<file path="config.mk">
export PLATFORM = sky130hd
export DESIGN_NAME = sim_finish_ctrl
export DESIGN_NICKNAME = d
export VERILOG_FILES = /design/src/rtl/sim_finish_pkg.sv /design/src/rtl/sat_counter.sv /design/src/rtl/sim_finish_ctrl.sv
export SDC_FILE = /design/constraint.sdc
export NUM_CORES = 1
export LEC_CHECK = 0
export CORE_MARGIN = 4
export CORE_UTILIZATION = 40
export DETAILED_ROUTE_END_ITERATION = 10
export GPL_TIMING_DRIVEN = 0
export PLACE_DENSITY = 0.68
export SLEW_MARGIN = 20
export SYNTH_ARGS = -nofsm -noshare
export SYNTH_HDL_FRONTEND = slang
export SYNTH_SLANG_ARGS = --single-unit
</file>
<file path="constraint.sdc">
create_clock -name CLK -period 2.41 [get_ports CLK]
set_input_delay 0.241 -clock CLK [delete_from_list [all_inputs] [get_ports CLK]]
set_output_delay 0.241 -clock CLK [all_outputs]
set_load 0.1 [all_outputs]
</file>
<file path="src/rtl/sim_finish_pkg.sv">
// Shared types and constants for the simulation finish controller.
package sim_finish_pkg;

  typedef enum logic [1:0] {
    RUN   = 2'd0,
    DRAIN = 2'd1,
    REQ   = 2'd2,
    DONE  = 2'd3
  } finish_state_t;

  localparam int unsigned CODE_W_DEF       = 8;
  localparam int unsigned DRAIN_CYCLES_DEF = 16;

  localparam logic [CODE_W_DEF-1:0] TIMEOUT_CODE = '1;

endpackage

</file>
<file path="src/rtl/sat_counter.sv">
// Free-running up-counter with synchronous clear; sticks at all-ones.
//   clk   : clock
//   clr   : synchronous clear to zero
//   count : current value
module sat_counter #(
  parameter int unsigned WIDTH = 32
) (
  input  logic             clk,
  input  logic             clr,
  output logic [WIDTH-1:0] count
);

  logic [WIDTH-1:0] count_q;
  logic [WIDTH-1:0] count_d;

  always_comb begin
    count_d = count_q;
    if (count_q != '1) begin
      count_d = count_q + WIDTH'(1);
    end
  end

  always_ff @(posedge clk) begin
    if (clr) begin
      count_q <= '0;
    end else begin
      count_q <= count_d;
    end
  end

  assign count = count_q;

endmodule

</file>
<file path="src/rtl/sim_finish_ctrl.sv">
// Finish-request source for the simulation top: accepts a completion, waits
// for traffic to drain, then holds finish_req until acknowledged. A cycle
// watchdog forces a timeout finish.
//   CLK/RST                  : clock, synchronous active-high reset
//   done_valid/code/ready    : completion handshake
//   busy_in                  : outstanding traffic, restarts the drain window
//   finish_req/finish_ack    : held request to the top and its acknowledge
//   exit_code/exit_timeout   : result reported with the request
//   cycle_count              : cycles since reset release (saturating)
module sim_finish_ctrl
  import sim_finish_pkg::*;
#(
  parameter int unsigned COUNT_W      = 32,
  parameter int unsigned CODE_W       = CODE_W_DEF,
  parameter int unsigned DRAIN_CYCLES = DRAIN_CYCLES_DEF,
  parameter int unsigned CYCLE_LIMIT  = 0
) (
  input  logic               CLK,
  input  logic               RST,
  input  logic               done_valid,
  input  logic [CODE_W-1:0]  done_code,
  output logic               done_ready,
  input  logic               busy_in,
  output logic               finish_req,
  input  logic               finish_ack,
  output logic [CODE_W-1:0]  exit_code,
  output logic               exit_timeout,
  output logic [COUNT_W-1:0] cycle_count
);

  localparam int unsigned DRAIN_W = (DRAIN_CYCLES < 1) ? 1 : $clog2(DRAIN_CYCLES + 1);
  localparam logic [DRAIN_W-1:0] DRAIN_RELOAD = DRAIN_W'(DRAIN_CYCLES);
  localparam bit WD_EN = (CYCLE_LIMIT != 0);
  localparam logic [COUNT_W-1:0] LIMIT_M1 = WD_EN ? COUNT_W'(CYCLE_LIMIT - 1) : '0;
  // Package constant is sized for the default width; wider codes still get all-ones.
  localparam logic [CODE_W-1:0] TO_CODE =
    (CODE_W == CODE_W_DEF) ? CODE_W'(TIMEOUT_CODE) : '1;

  finish_state_t      state_q, state_d;
  logic [DRAIN_W-1:0] drain_cnt_q, drain_cnt_d;
  logic [CODE_W-1:0]  exit_code_q, exit_code_d;
  logic               exit_timeout_q, exit_timeout_d;
  logic               finish_req_q, finish_req_d;
  logic               timeout_hit;

  sat_counter #(
    .WIDTH(COUNT_W)
  ) u_cycle_cnt (
    .clk  (CLK),
    .clr  (RST),
    .count(cycle_count)
  );

  always_comb begin
    timeout_hit = WD_EN && (cycle_count == LIMIT_M1) &&
                  ((state_q == RUN) || (state_q == DRAIN));
    done_ready  = (state_q == RUN) && !timeout_hit;

    state_d        = state_q;
    drain_cnt_d    = drain_cnt_q;
    exit_code_d    = exit_code_q;
    exit_timeout_d = exit_timeout_q;

    case (state_q)
      RUN: begin
        if (timeout_hit) begin
          state_d        = REQ;
          exit_timeout_d = 1'b1;
          exit_code_d    = TO_CODE;
        end else if (done_valid) begin
          state_d     = DRAIN;
          exit_code_d = done_code;
          drain_cnt_d = DRAIN_RELOAD;
        end
      end
      DRAIN: begin
        if (timeout_hit) begin
          state_d        = REQ;
          exit_timeout_d = 1'b1;
          exit_code_d    = TO_CODE;
        end else if (busy_in) begin
          drain_cnt_d = DRAIN_RELOAD;
        end else if (drain_cnt_q == '0) begin
          state_d = REQ;
        end else begin
          drain_cnt_d = drain_cnt_q - DRAIN_W'(1);
        end
      end
      REQ: begin
        if (finish_ack) begin
          state_d = DONE;
        end
      end
      default: begin
        state_d = DONE;
      end
    endcase

    // Registered decode of the next state keeps finish_req aligned with REQ.
    finish_req_d = (state_d == REQ);
  end

  always_ff @(posedge CLK) begin
    if (RST) begin
      state_q        <= RUN;
      drain_cnt_q    <= '0;
      exit_code_q    <= '0;
      exit_timeout_q <= 1'b0;
      finish_req_q   <= 1'b0;
    end else begin
      state_q        <= state_d;
      drain_cnt_q    <= drain_cnt_d;
      exit_code_q    <= exit_code_d;
      exit_timeout_q <= exit_timeout_d;
      finish_req_q   <= finish_req_d;
    end
  end

  assign finish_req   = finish_req_q;
  assign exit_code    = exit_code_q;
  assign exit_timeout = exit_timeout_q;

endmodule

</file>
==> PnR_summary.wiki <==
{| class="wikitable"
! Metric !! Value
|-
| Maximum number of pins on one net before global-route repair || 15
|-
| Setup Crit Path Kind || flip-flop to output pin
|-
| Initial core utilization || 0.4232
|-
| Outcome || finished, final reports clean
|-
| Routability-driven placement congestion ratio || about 0.81
|-
| Slack of the worst reg-to-reg path || roughly 260 ps
|-
| Row count || 27
|-
| Unique masters post-synth || 56
|-
| Quantity of I/O buffers inserted on ports || 53
|-
| Final-report hold violation count || 0
|-
| Number of remaining DRC errors || 0
|-
| Fraction of layout instances using a drive strength above 1 || 0.1516
|-
| Sequential fraction of design power || 0.506
|-
| Number of buffers inserted for hold repair after clock tree synthesis || 0
|-
| TritonCTS clock tree || built
|-
| Share of the clock period used by the worst path after layout || 0.9208
|-
| Longest individual stage delay on the worst path || about 1100 ps
|-
| Post-CTS clock slew at the launch and capture registers of the worst setup and hold paths || 90 ps
|-
| Number of synthesized flops with an enable pin || 0
|-
| Reg-to-Reg End || u_cycle_cnt.count[7]
|-
| Most common flop cell mapped by yosys || sky130_fd_sc_hd__dfxtp_1
|-
| Endpoint required time on the critical path || 2170 ps
|-
| Biggest fanout along the worst timing path || 8
|-
| Num CTS Buffers || 5
|-
| Root buffer selected by CTS || sky130_fd_sc_hd__clkbuf_8
|-
| Proportion of netlist area held by the largest area contributor || 0.4025
|-
| I/O pin count || 56
|-
| Tightest Pin Transition || 996.2 ps
|-
| Comb power frac || 0.197
|-
| Overall routing resource usage || 0.1691
|-
| Setup crit start kind || flip-flop
|-
| Basic-gate share of the synthesized area counting and, or, nand and nor cells || 0.3097
|-
| Highest attainable clock frequency || roughly 0.45 GHz
|-
| Initial antenna violation count || 0
|-
| Number of global-route vias before repair || 2,106
|-
| #FFs+latches synth || 48
|-
| Detailed Routing Iterations Pass 1 || 4
|-
| Critical Path Slowest Stage Cell || sky130_fd_sc_hd__clkdlybuf4s50_1
|-
| Post-synthesis cell count || 282
|-
| Yosys warning count || 0
|-
| Count of vias placed by the detailed router || approximately 2.3k
|-
| Number of cells on the worst reg-to-reg path || 5
|-
| Capturing element type of the critical path || output pin
|-
| Chip width || 85.26 um
|-
| Final min period || ~2200 ps
|-
| Sw Pwr || around 0.52 mW
|-
| Leakage power || ~1.1 nW
|-
| Share of synthesized flip-flops with an asynchronous set or reset || 0
|-
| Post-synthesis xor/xnor area fraction || 0.04036
|-
| Sequence of cells on the critical path || nor2_2, clkdlybuf4s50_1
|-
| Switching part of the total power || 0.3133
|-
| Setup repair after global routing missed its margin || no
|-
| Final count of negative-setup-slack endpoints || 0
|-
| Final cell utilization of the core || 0.5564
|-
| Max-slew headroom at the worst pin || 0.3338
|-
| Net count of the mapped netlist || about 300
|-
| Post-CTS repair timing setup buffer count || 0
|-
| Synth-to-layout area growth || 31.50%
|-
| Pwr per Cell Area || roughly 530 nW/um2
|-
| Insertion delay of the later-clocked pin in the worst-skew pair || just over 300 ps
|-
| Part of the total power dissipated in the clock network || 0.298
|-
| Worst flop-to-flop path startpoint || u_cycle_cnt.count[27]
|-
| HPWL after detailed placement || roughly 4.4 mm
|-
| CTS Buffer Depth || 2
|-
| DR vias/cell || approximately 5.5
|-
| Arrival time at the worst endpoint || between 1500 and 2000 ps
|-
| Peak supply drop || 0.2733 mV
|-
| DRT iter0 DRCs || between 100 and 150
|-
| Wire length of the first global-routing pass || 10.01 mm
|-
| Final Skew || a little over 6 ps
|-
| Netlist area before placement || ~2400 um2
|-
| Post-DRT Antenna Nets || 0
|-
| Number of inserted filler cells in the final layout || between 500 and 600
|-
| Antenna cell count || 0
|-
| Clock H-tree levels || 2
|-
| Core area || about 5600 um2
|-
| Synth area leader || sky130_fd_sc_hd__dfxtp_1
|-
| Gr ovfl total || 0
|-
| Ranking of synthesized cells by area || sky130_fd_sc_hd__dfxtp_1 40%, sky130_fd_sc_hd__nor2_1 6.8%, sky130_fd_sc_hd__mux2i_1 3.8%, sky130_fd_sc_hd__nand3_1 3.6%, sky130_fd_sc_hd__a21oi_1 3.4%
|-
| Net total in the final layout || between 300 and 400
|-
| Combinational family with the most area after synthesis || simple AND/OR/NAND/NOR gates
|-
| Hold/Removal Path Class || input port to flip-flop
|-
| Compound-cell area share of the yosys netlist || 0.1452
|-
| Design internal power || roughly 1.1 mW
|-
| Arithmetic-cell share of the synthesized area counting full adders, half adders and majority gates || 0.01048
|-
| Timing endpoint of the critical path || done_ready
|-
| Average size of a mapped cell || around 8.5 um2
|-
| Resize count post-CTS || 0
|-
| Max-Cap Viols || 0
|-
| Die Y || about 85 um
|-
| Sequential fraction of the synthesis area || 0.4025
|-
| Number of max-slew violations in the final report || 0
|-
| Worst hold slack || 351.7 ps
|-
| Final routed wirelength across all metal layers || ~6 mm
|-
| Launching instance or port of the critical path || state_q[0]
|-
| CTS sink count || between 40 and 50
|-
| Average routed wire per standard cell || between 10 and 15 um
|-
| DIE AREA || between 7000 and 8000 um2
|-
| Mux contribution to synthesized area || 0.05660
|-
| Post-Route Setup TNS || 0 ps
|}
-- worst max-delay path: cells and delay by family (launching register included) --
family | cells | cell delay [ps]
AND/OR/NAND/NOR | 1 | 150
flip-flops | 1 | 390
buffers and inverters | 1 | 1140
-- kinds of logic (layout without fill, tap and decap cells) --
group           Yosys count  after routing
other cells               1              1
fa+ha+maj                 2              2
xor+xnor                 11             11
mux                      13             13
compound gates           54             54
flops                    48             48
simple gates            135            135
buf+inv                  18             79
-- metrics by stage --
stage                     power (mW)  setup WS, ps  instances  cell area, um2
after floorplan                1.111         6.030        282            2426
after global placement         1.190         329.5        407            3047
after detailed placement       1.195         301.6        407            3047
after CTS                      1.690         187.9        415            3139
after global routing           1.742         75.39        415            3139
final                          1.673         190.9        415            3139
-- metal layers --
layer	vias to the layer above	global-route usage	wire, um
met3	6	0.03883	322
li1	1156	-	-
met4	0	0.06331	86
met2	63	0.2528	2588
met1	1055	0.2357	2943
met5	-	0	0
-- power by group through the flow --
stage          Clock, mW  Sequential, mW  Combinational, mW
2_1_floorplan          0           0.978              0.133
3_3_place_gp           0           0.863              0.328
3_5_place_dp           0           0.864              0.331
4_1_cts            0.513           0.846              0.332
5_1_grt            0.544           0.851              0.348
6_report           0.498           0.846              0.329
-- final cells by class --
class | instances | area (um2) | share of cell area
flip-flops and latches | 48 | 997.2 | 0.3177
clock inverters | 2 | 10.01 | 0.003189
multi-input cells | 216 | 1349 | 0.4297
repair buffers | 53 | 530.5 | 0.1690
clock buffers | 6 | 82.58 | 0.02631
inverters | 5 | 18.77 | 0.005978
well taps | 72 | 90.09 | 0.02870
plain buffers | 13 | 61.31 | 0.01953
-- worst min path at each step --
stage                                      from               endpoint  slack, ps  cells past startpoint
after floorplan                    done_code[0]           exit_code[0]        390                      2
after detailed placement  u_cycle_cnt.count[18]  u_cycle_cnt.count[18]        460                      1
final                                       RST  u_cycle_cnt.count[29]        350                      3
after CTS                                   RST  u_cycle_cnt.count[29]        360                      3
after global placement    u_cycle_cnt.count[18]  u_cycle_cnt.count[18]        470                      1
after global routing                        RST  u_cycle_cnt.count[29]        390                      3
-- placed cells by master, fill, tap and decap left out, types with 9 or more instances in the layout --
cell type / Yosys / layout
sky130_fd_sc_hd__a21oi_1: 16 / 16
sky130_fd_sc_hd__clkdlybuf4s50_1: 0 / 53
sky130_fd_sc_hd__dfxtp_1: 48 / 19
sky130_fd_sc_hd__dfxtp_2: 0 / 29
sky130_fd_sc_hd__mux2i_1: 9 / 9
sky130_fd_sc_hd__nand2_1: 15 / 15
sky130_fd_sc_hd__nand3_1: 17 / 17
sky130_fd_sc_hd__nor2_1: 43 / 42
sky130_fd_sc_hd__nor3_1: 10 / 10
sky130_fd_sc_hd__o21ai_0: 11 / 11
-- synthesized netlist by cell type, types with 2 or more instances --
cell type                  instances
sky130_fd_sc_hd__o21ai_0          11
sky130_fd_sc_hd__inv_1             5
sky130_fd_sc_hd__mux2i_1           9
sky130_fd_sc_hd__clkbuf_1          8
sky130_fd_sc_hd__nor4_1            3
sky130_fd_sc_hd__nor3b_1           2
sky130_fd_sc_hd__a31oi_1           8
sky130_fd_sc_hd__xnor2_1           5
sky130_fd_sc_hd__mux2_1            4
sky130_fd_sc_hd__or2_2             2
sky130_fd_sc_hd__nand3_1          17
sky130_fd_sc_hd__nor2_1           43
sky130_fd_sc_hd__buf_1             2
sky130_fd_sc_hd__nor3_1           10
sky130_fd_sc_hd__nand4_1           7
sky130_fd_sc_hd__a21oi_1          16
sky130_fd_sc_hd__and3_1            6
sky130_fd_sc_hd__or3_1             8
sky130_fd_sc_hd__dfxtp_1          48
sky130_fd_sc_hd__nand2_1          15
sky130_fd_sc_hd__a41oi_1           2
sky130_fd_sc_hd__ha_1              2
sky130_fd_sc_hd__and4_1            2
sky130_fd_sc_hd__nor2b_1           4
sky130_fd_sc_hd__and2_1            2
sky130_fd_sc_hd__a211oi_1          3
sky130_fd_sc_hd__o21bai_1          2
sky130_fd_sc_hd__xor2_1            6
sky130_fd_sc_hd__nand3b_1          3
-- flip-flops by register name (all words and copies together), names as in the netlist --
register           count
exit_code              8
finish_req             1
state_q                2
u_cycle_cnt.count     32
drain_cnt_q            5
No activity file was read; power rests on OpenSTA's default activity.
